## src/rtl/dclab_pkg.sv

```systemverilog
// Shared definitions for the DCLab input-conditioning blocks.
//   key_state_e             : debouncer FSM state encoding (2 bits)
//   DefDebounceCycles       : default debounce window (20 ms at 50 MHz)
//   DefLongPressCycles      : default long-press threshold (1 s at 50 MHz)
package dclab_pkg;

    typedef enum logic [1:0] {
        StReleased   = 2'd0,
        StPressChk   = 2'd1,
        StPressed    = 2'd2,
        StReleaseChk = 2'd3
    } key_state_e;

    localparam int unsigned DefDebounceCycles  = 1_000_000;
    localparam int unsigned DefLongPressCycles = 50_000_000;

endpackage

```

## src/rtl/sync_2ff.sv

```systemverilog
// Two-flop synchronizer for asynchronous inputs.
//   i_clk   : destination clock
//   i_rst_n : asynchronous active-low reset; both flops load ResetVal
//   i_d     : asynchronous input
//   o_q     : synchronized output (two destination-clock edges of latency)
module sync_2ff #(
    parameter int unsigned      Width    = 1,
    parameter logic [Width-1:0] ResetVal = '0
) (
    input  logic             i_clk,
    input  logic             i_rst_n,
    input  logic [Width-1:0] i_d,
    output logic [Width-1:0] o_q
);

    logic [Width-1:0] meta_q;
    logic [Width-1:0] sync_q;

    always_ff @(posedge i_clk or negedge i_rst_n) begin
        if (!i_rst_n) begin
            meta_q <= ResetVal;
            sync_q <= ResetVal;
        end else begin
            meta_q <= i_d;
            sync_q <= meta_q;
        end
    end

    assign o_q = sync_q;

endmodule

```

## src/rtl/key_debounce.sv

```systemverilog
// Push-button debouncer with press/release/long-press event pulses.
//   i_clk     : clock, rising edge
//   i_rst_n   : asynchronous active-low reset
//   i_key_n   : raw bouncing key, 0 = pressed
//   o_start   : one-cycle pulse when a press is accepted
//   o_pressed : debounced level, 1 = pressed
//   o_release : one-cycle pulse when a release is accepted
//   o_long    : one-cycle pulse once a press has been held LONG_PRESS_CYCLES
// All outputs are registered.
module key_debounce
    import dclab_pkg::*;
#(
    parameter int unsigned DEBOUNCE_CYCLES   = DefDebounceCycles,
    parameter int unsigned LONG_PRESS_CYCLES = DefLongPressCycles
) (
    input  logic i_clk,
    input  logic i_rst_n,
    input  logic i_key_n,
    output logic o_start,
    output logic o_pressed,
    output logic o_release,
    output logic o_long
);

    localparam int unsigned DbW   = $clog2(DEBOUNCE_CYCLES);
    localparam int unsigned HoldW = $clog2(LONG_PRESS_CYCLES);

    localparam logic [DbW-1:0]   DbLast   = DbW'(DEBOUNCE_CYCLES - 1);
    localparam logic [HoldW-1:0] HoldLast = HoldW'(LONG_PRESS_CYCLES - 1);

    logic key_s;

    // Idle level of the key is high (released), so the synchronizer resets to 1.
    sync_2ff #(
        .Width    (1),
        .ResetVal (1'b1)
    ) u_sync (
        .i_clk   (i_clk),
        .i_rst_n (i_rst_n),
        .i_d     (i_key_n),
        .o_q     (key_s)
    );

    key_state_e       state_q, state_d;
    logic [DbW-1:0]   db_cnt_q, db_cnt_d;
    logic [HoldW-1:0] hold_cnt_q, hold_cnt_d;
    logic             long_done_q, long_done_d;
    logic             long_fire;

    logic start_q, start_d;
    logic pressed_q, pressed_d;
    logic release_q, release_d;
    logic long_q, long_d;

    // State and counter registers.
    always_ff @(posedge i_clk or negedge i_rst_n) begin
        if (!i_rst_n) begin
            state_q     <= StReleased;
            db_cnt_q    <= '0;
            hold_cnt_q  <= '0;
            long_done_q <= 1'b0;
        end else begin
            state_q     <= state_d;
            db_cnt_q    <= db_cnt_d;
            hold_cnt_q  <= hold_cnt_d;
            long_done_q <= long_done_d;
        end
    end

    // Long press fires on the first cycle the saturated hold count is seen.
    assign long_fire = (hold_cnt_q == HoldLast) && !long_done_q;

    // Next-state and counter logic.
    always_comb begin
        state_d     = state_q;
        db_cnt_d    = db_cnt_q;
        hold_cnt_d  = hold_cnt_q;
        long_done_d = long_done_q;

        if (long_fire) begin
            long_done_d = 1'b1;
        end

        unique case (state_q)
            StReleased: begin
                db_cnt_d = '0;
                if (!key_s) begin
                    state_d = StPressChk;
                end
            end
            StPressChk: begin
                if (key_s) begin
                    state_d  = StReleased;
                    db_cnt_d = '0;
                end else if (db_cnt_q == DbLast) begin
                    state_d     = StPressed;
                    db_cnt_d    = '0;
                    hold_cnt_d  = '0;
                    long_done_d = 1'b0;
                end else begin
                    db_cnt_d = db_cnt_q + 1'b1;
                end
            end
            StPressed: begin
                if (key_s) begin
                    state_d  = StReleaseChk;
                    db_cnt_d = '0;
                end else if (hold_cnt_q != HoldLast) begin
                    hold_cnt_d = hold_cnt_q + 1'b1;
                end
            end
            StReleaseChk: begin
                // A bounce back to pressed resumes the hold without a new start.
                if (!key_s) begin
                    state_d  = StPressed;
                    db_cnt_d = '0;
                end else if (db_cnt_q == DbLast) begin
                    state_d  = StReleased;
                    db_cnt_d = '0;
                end else begin
                    db_cnt_d = db_cnt_q + 1'b1;
                end
            end
            default: begin
                state_d  = StReleased;
                db_cnt_d = '0;
            end
        endcase
    end

    // Output decode from the transition being taken, so the registered
    // outputs line up with the state register.
    always_comb begin
        start_d   = (state_q == StPressChk) && (state_d == StPressed);
        release_d = (state_q == StReleaseChk) && (state_d == StReleased);
        pressed_d = (state_d == StPressed) || (state_d == StReleaseChk);
        long_d    = long_fire;
    end

    always_ff @(posedge i_clk or negedge i_rst_n) begin
        if (!i_rst_n) begin
            start_q   <= 1'b0;
            pressed_q <= 1'b0;
            release_q <= 1'b0;
            long_q    <= 1'b0;
        end else begin
            start_q   <= start_d;
            pressed_q <= pressed_d;
            release_q <= release_d;
            long_q    <= long_d;
        end
    end

    assign o_start   = start_q;
    assign o_pressed = pressed_q;
    assign o_release = release_q;
    assign o_long    = long_q;

endmodule

```

## config.mk

```make
export PLATFORM = sky130hd
export DESIGN_NAME = key_debounce
export DESIGN_NICKNAME = d
export VERILOG_FILES = /design/src/rtl/dclab_pkg.sv /design/src/rtl/sync_2ff.sv /design/src/rtl/key_debounce.sv
export SDC_FILE = /design/constraint.sdc
export NUM_CORES = 1
export LEC_CHECK = 0
export BUFFER_PORTS_ARGS = -buffer_cell sky130_fd_sc_hd__buf_4
export CAP_MARGIN = 30
export CORE_MARGIN = 3
export CORE_UTILIZATION = 67
export DETAILED_ROUTE_END_ITERATION = 12
export PLACE_DENSITY = 0.95
export SYNTH_ARGS = -nofsm -noshare
export SYNTH_HDL_FRONTEND = slang
export SYNTH_HIERARCHICAL = 1
export SYNTH_SLANG_ARGS = --single-unit
export TNS_END_PERCENT = 20
```

## constraint.sdc

```tcl
create_clock -name i_clk -period 3.5 [get_ports i_clk]
set_input_delay 0.7 -clock i_clk [delete_from_list [all_inputs] [get_ports i_clk]]
set_output_delay 0.7 -clock i_clk [all_outputs]
set_load 0.01 [all_outputs]
```

Word-level counts from Yosys, hierarchy flattened:

Cells that the tools add are included.

* output and inout bits: 4
* word-level logic and storage cells: 55
* input bits: 3
* register bits: 55

* equality and inequality tests: 13
* add/subtract/negate cells: 2
* reductions and logical operators: 9
* multiplexer cells: 21

Operator list (number)
* $mux W26: 4
* $mux W20: 4
* $pmux W20 S4: 1
* $pmux W26 S2: 1
* $add A26 B1 Y26 const B: 1
* $eq A26 B26 Y1 const B: 1
* $ne A26 B26 Y1 const B: 1
* $add A20 B1 Y20 const B: 1
* $eq A20 B20 Y1 const B: 1
* $mux W2: 6
* $eq A2 B2 Y1 const B: 4
* $ne A2 B2 Y1 const B: 4
* $pmux W2 S4: 1
* $reduce_and A5 Y1: 1
* $logic_not A2 Y1: 2
* $mux W1: 4
* $logic_and A1 B1 Y1: 3
* $eq A2 B1 Y1 const B: 1
* $ne A2 B1 Y1 const B: 1
* $reduce_bool A2 Y1: 1
* $logic_not A1 Y1: 1
* $logic_or A1 B1 Y1: 1

Depth between registers and ports, before layout:

* depth in word-level cells: 6
* mapped depth: 8

By module:

The synthesis kept the hierarchy.

Modules (own cells, without submodules)
* key_debounce: times used 1, cells each 307, area each 2854.0 um^2
* sync_2ff: times used 1, cells each 2, area each 52.6 um^2

Least setup slack after synthesis:

Ideal clock, no wire load.

* kind: register to register
* start: register db_cnt_q[0]
* end: register db_cnt_q[10]
* library setup time: 0.126 ns
* path buffers: 1
* cell stages (with the launch flop): 7
* setup slack: 1.535 ns
* data arrival time: 1.839 ns
* path through: dfrtp_1 ha_1 nand3_1 nor4_2 a21oi_1 buf_2 a221o_1

* longest elaborated chain between the ends: 4

RTL lines
* start, declared: line key_debounce.sv:45 `logic [DbW-1:0] db_cnt_q, db_cnt_d;`
* start signal, assigned: line key_debounce.sv:64 `db_cnt_q <= db_cnt_d;`
* $add A20 B1 Y20 or $eq A20 B20 Y1 (tied branches)
* $mux W20 *: line key_debounce.sv:95, key_debounce.sv:117
* $mux W20 (on tied branches): line key_debounce.sv:114, key_debounce.sv:92
* $pmux W20 S4 *: line key_debounce.sv:84 `unique case (state_q)`

Every way passes the cells marked *; elsewhere a longest branch is shown, timed or not.
A chain may end at the register's enable or synchronous reset.

Worst setup path in the final report:

* start: register db_cnt_q[0]
* end: register db_cnt_q[12]

The elaborated chain is that of the path after synthesis.

==> results.md <==
- Outcome: finished clean
- Post-DRT Antenna Nets: 0
- Tmin final: 2.53 ns
- EDFF count, synth: 0
- Cts hold-fix bufs: 0
- Routed vias: 2405
- Layout cells sized above 1: 8.28%
- Hold Crit Class: reg2reg
- Async S/R FF share, synth: 100%
- Latest clock arrival within the worst-skew pair: 0.30 ns
- Setup_tns: 0 ns
- PD cells: 322 nW/um^2
- GRT overflow: 0
- Clk sinks: 54
- Antenna cell count: 0
- Worst vdd ir: 243 uV
- Worst slew margin relative to its limit: 35.1%
- Placer's final routability congestion estimate: 0.866
- Met2 usage: 41.4%
- DIE AREA: 5160 um^2
- Type of element launching the critical path: flop
- Length of the first detailed-routing pass in iterations: 5
- Reg clk slew, reported paths: 0.09 ns
- First-pass GRT wire length: 10300 um
- Post-Place Cells: 357
- First DRT Iteration DRCs: 280
- Commonest cells post-synth: dfrtp_1, nand2_1, nor2_1, nand3_1, nand4_1
- CTS Root Cell: clkbuf_8
- Slowest stage cell on the critical path: nor4_2
- Final Hold Viols: 0
- Final Max Tran Viols: 0
- Crit-path cells: ha_1, nand3_1, nor4_2, a21oi_1, nor2_1, nor2_1
- Seq/Total Area, Yosys: 46.6%
- Drt wl/cell: 16.4 um
- Rows: 23
- Starting Density: 71.1%
- DRT Wirelength: 5960 um
- Met1 Resource Use GR: 32.7%
- Leak: 0.00133 uW
- Most Crowded Layer GR: met2
- Multi-input combinational cell area: 1490 um^2
- Register area: 1350 um^2
- Fin cells: 364
- Max-Cap Viols: 0
- Most used cell, CP: nor2_1
- Area added between synthesis and finish: 4.74%
- Total nets after synthesis: 314
- Arrival time worst endpoint: 2.70 ns
- Nets: 319
- Number of setup buffers added after CTS: 0
- Period utilization: 72.4%
- Clock Skews: 0.00556 ns
- DP Wirelength: 4120 um
- Yosys top cell area share: 44.8%
- H-tree depth: 2
- Post-Syn Area: 2910 um^2
- Synth Area in Adders: 0.861%
- Pin count of the biggest net entering global routing: 55
- Slowest stage delay, CP: 0.52 ns
- Actual slew at the worst max-slew pin: 0.973 ns
- Final setup vio count: 0
- Initial antenna violation count: 0
- Number of global-route vias before repair: 2308
- Ranking of synthesized cells by area: dfrtp_1, nand2_1, xor2_1
- Worst-path fanout max: 13
- Crit Path Class: reg2reg
- Post-Synth Simple-Gate Area: 34.1%
- Post-synthesis mux area share: 2.07%
- Post-CTS sizing: 0
- Post-Synthesis Cells: 309
- DIE WIDTH: 71.9 um
- Post-synth top area cell: dfrtp_1
- Filler instances: 303
- Synth Area per Inst: 9.41 um^2
- Critical Path RT: 3.67 ns
- Peak Freq: 0.395 GHz
- I/O Pins: 7
- Cell variety after synth: 53
- TritonCTS clock tree: yes
- Post-synthesis sequential element count: 54
- Via density: 6.61
- Met3 Use GR: 4.49%
- Max Buffers Root-to-Sink: 2
- Main synth FF type: dfrtp_1
- GRT Resource Usage Total: 24.6%
- Clock buffer count from CTS: 5
- Compound-cell area share of the yosys netlist: 8.87%
- Port bufs: 6
- Core ar.: 4090 um^2
- Unrepaired setup endpoints after global routing: false
- Largest family of logic cells by synthesized area: simple AND/OR/NAND/NOR gates
- Cell with the most instances after synthesis: dfrtp_1
- YS warnings: 6
- XOR/XNOR share of the synthesized area: 5.42%
- Die Span Y: 71.9 um
- Critical path endpoint category: flop
- DRC viols: 0
-- sequential cells by signal (all words and copies together) (netlist names) --
| signal | cells |
|---|---|
| o_start | 1 |
| o_pressed | 1 |
| hold_cnt_q | 26 |
| o_release | 1 |
| o_long | 1 |
| state_q | 1 |
| long_done_q | 1 |
| u_sync/o_q | 1 |
| u_sync/meta_q | 1 |
| db_cnt_q | 20 |
-- power by group --
part	internal, uW	switching [uW]	total [uW]
clock network	138	188	326
registers	627	4.02	631
logic	5.23	19.2	24.4
total	771	211	982
-- cell usage in the layout (no fill, tap or decap), types with 6 or more instances in the layout --
master    n
o21ai_0   6
or3_1     6
nor4_1    6
buf_4     7
and3_1   10
nand2_1  38
nand4_1  18
a21oi_1  12
or4_1     6
mux2i_1   6
dfrtp_1  52
xor2_1   15
nor3_1    8
nor2_1   34
nand3_1  22
-- stage by stage --
step | util [%] | power [uW] | instance area (um^2) | hold slack [ns] | setup slack (ns)
floorplan | - | 652 | 2910 | 0.345 | 1.53
global placement | 72.6 | 667 | 2970 | 0.346 | 1.17
detailed placement | 72.6 | 668 | 2970 | 0.358 | 1.02
CTS | 74.5 | 987 | 3040 | 0.371 | 0.966
global route | 74.5 | 1010 | 3040 | 0.373 | 0.627
finish | 74.5 | 982 | 3040 | 0.370 | 0.967
-- routing by layer --
metal	wire (um)	up-vias
li1	-	1142
met1	2550	1175
met2	3080	82
met3	287	6
met4	46	0
met5	0	-
-- path summary, 6_finish.rpt --
path / startpoint / endpoint / slack [ns] / depth (start not counted)
worst max-delay path: db_cnt_q[0] / db_cnt_q[12] / 0.97 / 6
worst min-delay path: u_sync/meta_q / u_sync/o_q / 0.37 / 0
worst max register to register: db_cnt_q[0] / db_cnt_q[12] / 0.97 / 6
worst min register to register: u_sync/meta_q / u_sync/o_q / 0.37 / 0
max in group asynchronous: i_rst_n / db_cnt_q[18] / 2.63 / 1
min in group asynchronous: i_rst_n / hold_cnt_q[22] / 0.43 / 1
-- critical path: cells and delay by family (launching register included) --
family	cells	cell delay [ns]
adders and majority gates	1	0.27
and+or+nand+nor	4	1.28
AOI/OAI and AO/OA	1	0.42
DFF	1	0.43
-- cell type report --
cell class / instances / share of cell area (%)
well taps: 50 / 2.06
inverters: 2 / 0.247
clock buffers: 7 / 2.51
multi-input cells: 244 / 49.0
repair buffers: 7 / 1.73
flip-flops and latches: 54 / 44.5
-- logic make-up after synthesis --
kind of cell    after synthesis
flops                        54
mux                           6
xor+xnor                     18
buf+inv                      11
fa+ha+maj                     2
compound gates               41
simple gates                177
Note: power is estimated with default switching activity, not from simulation.
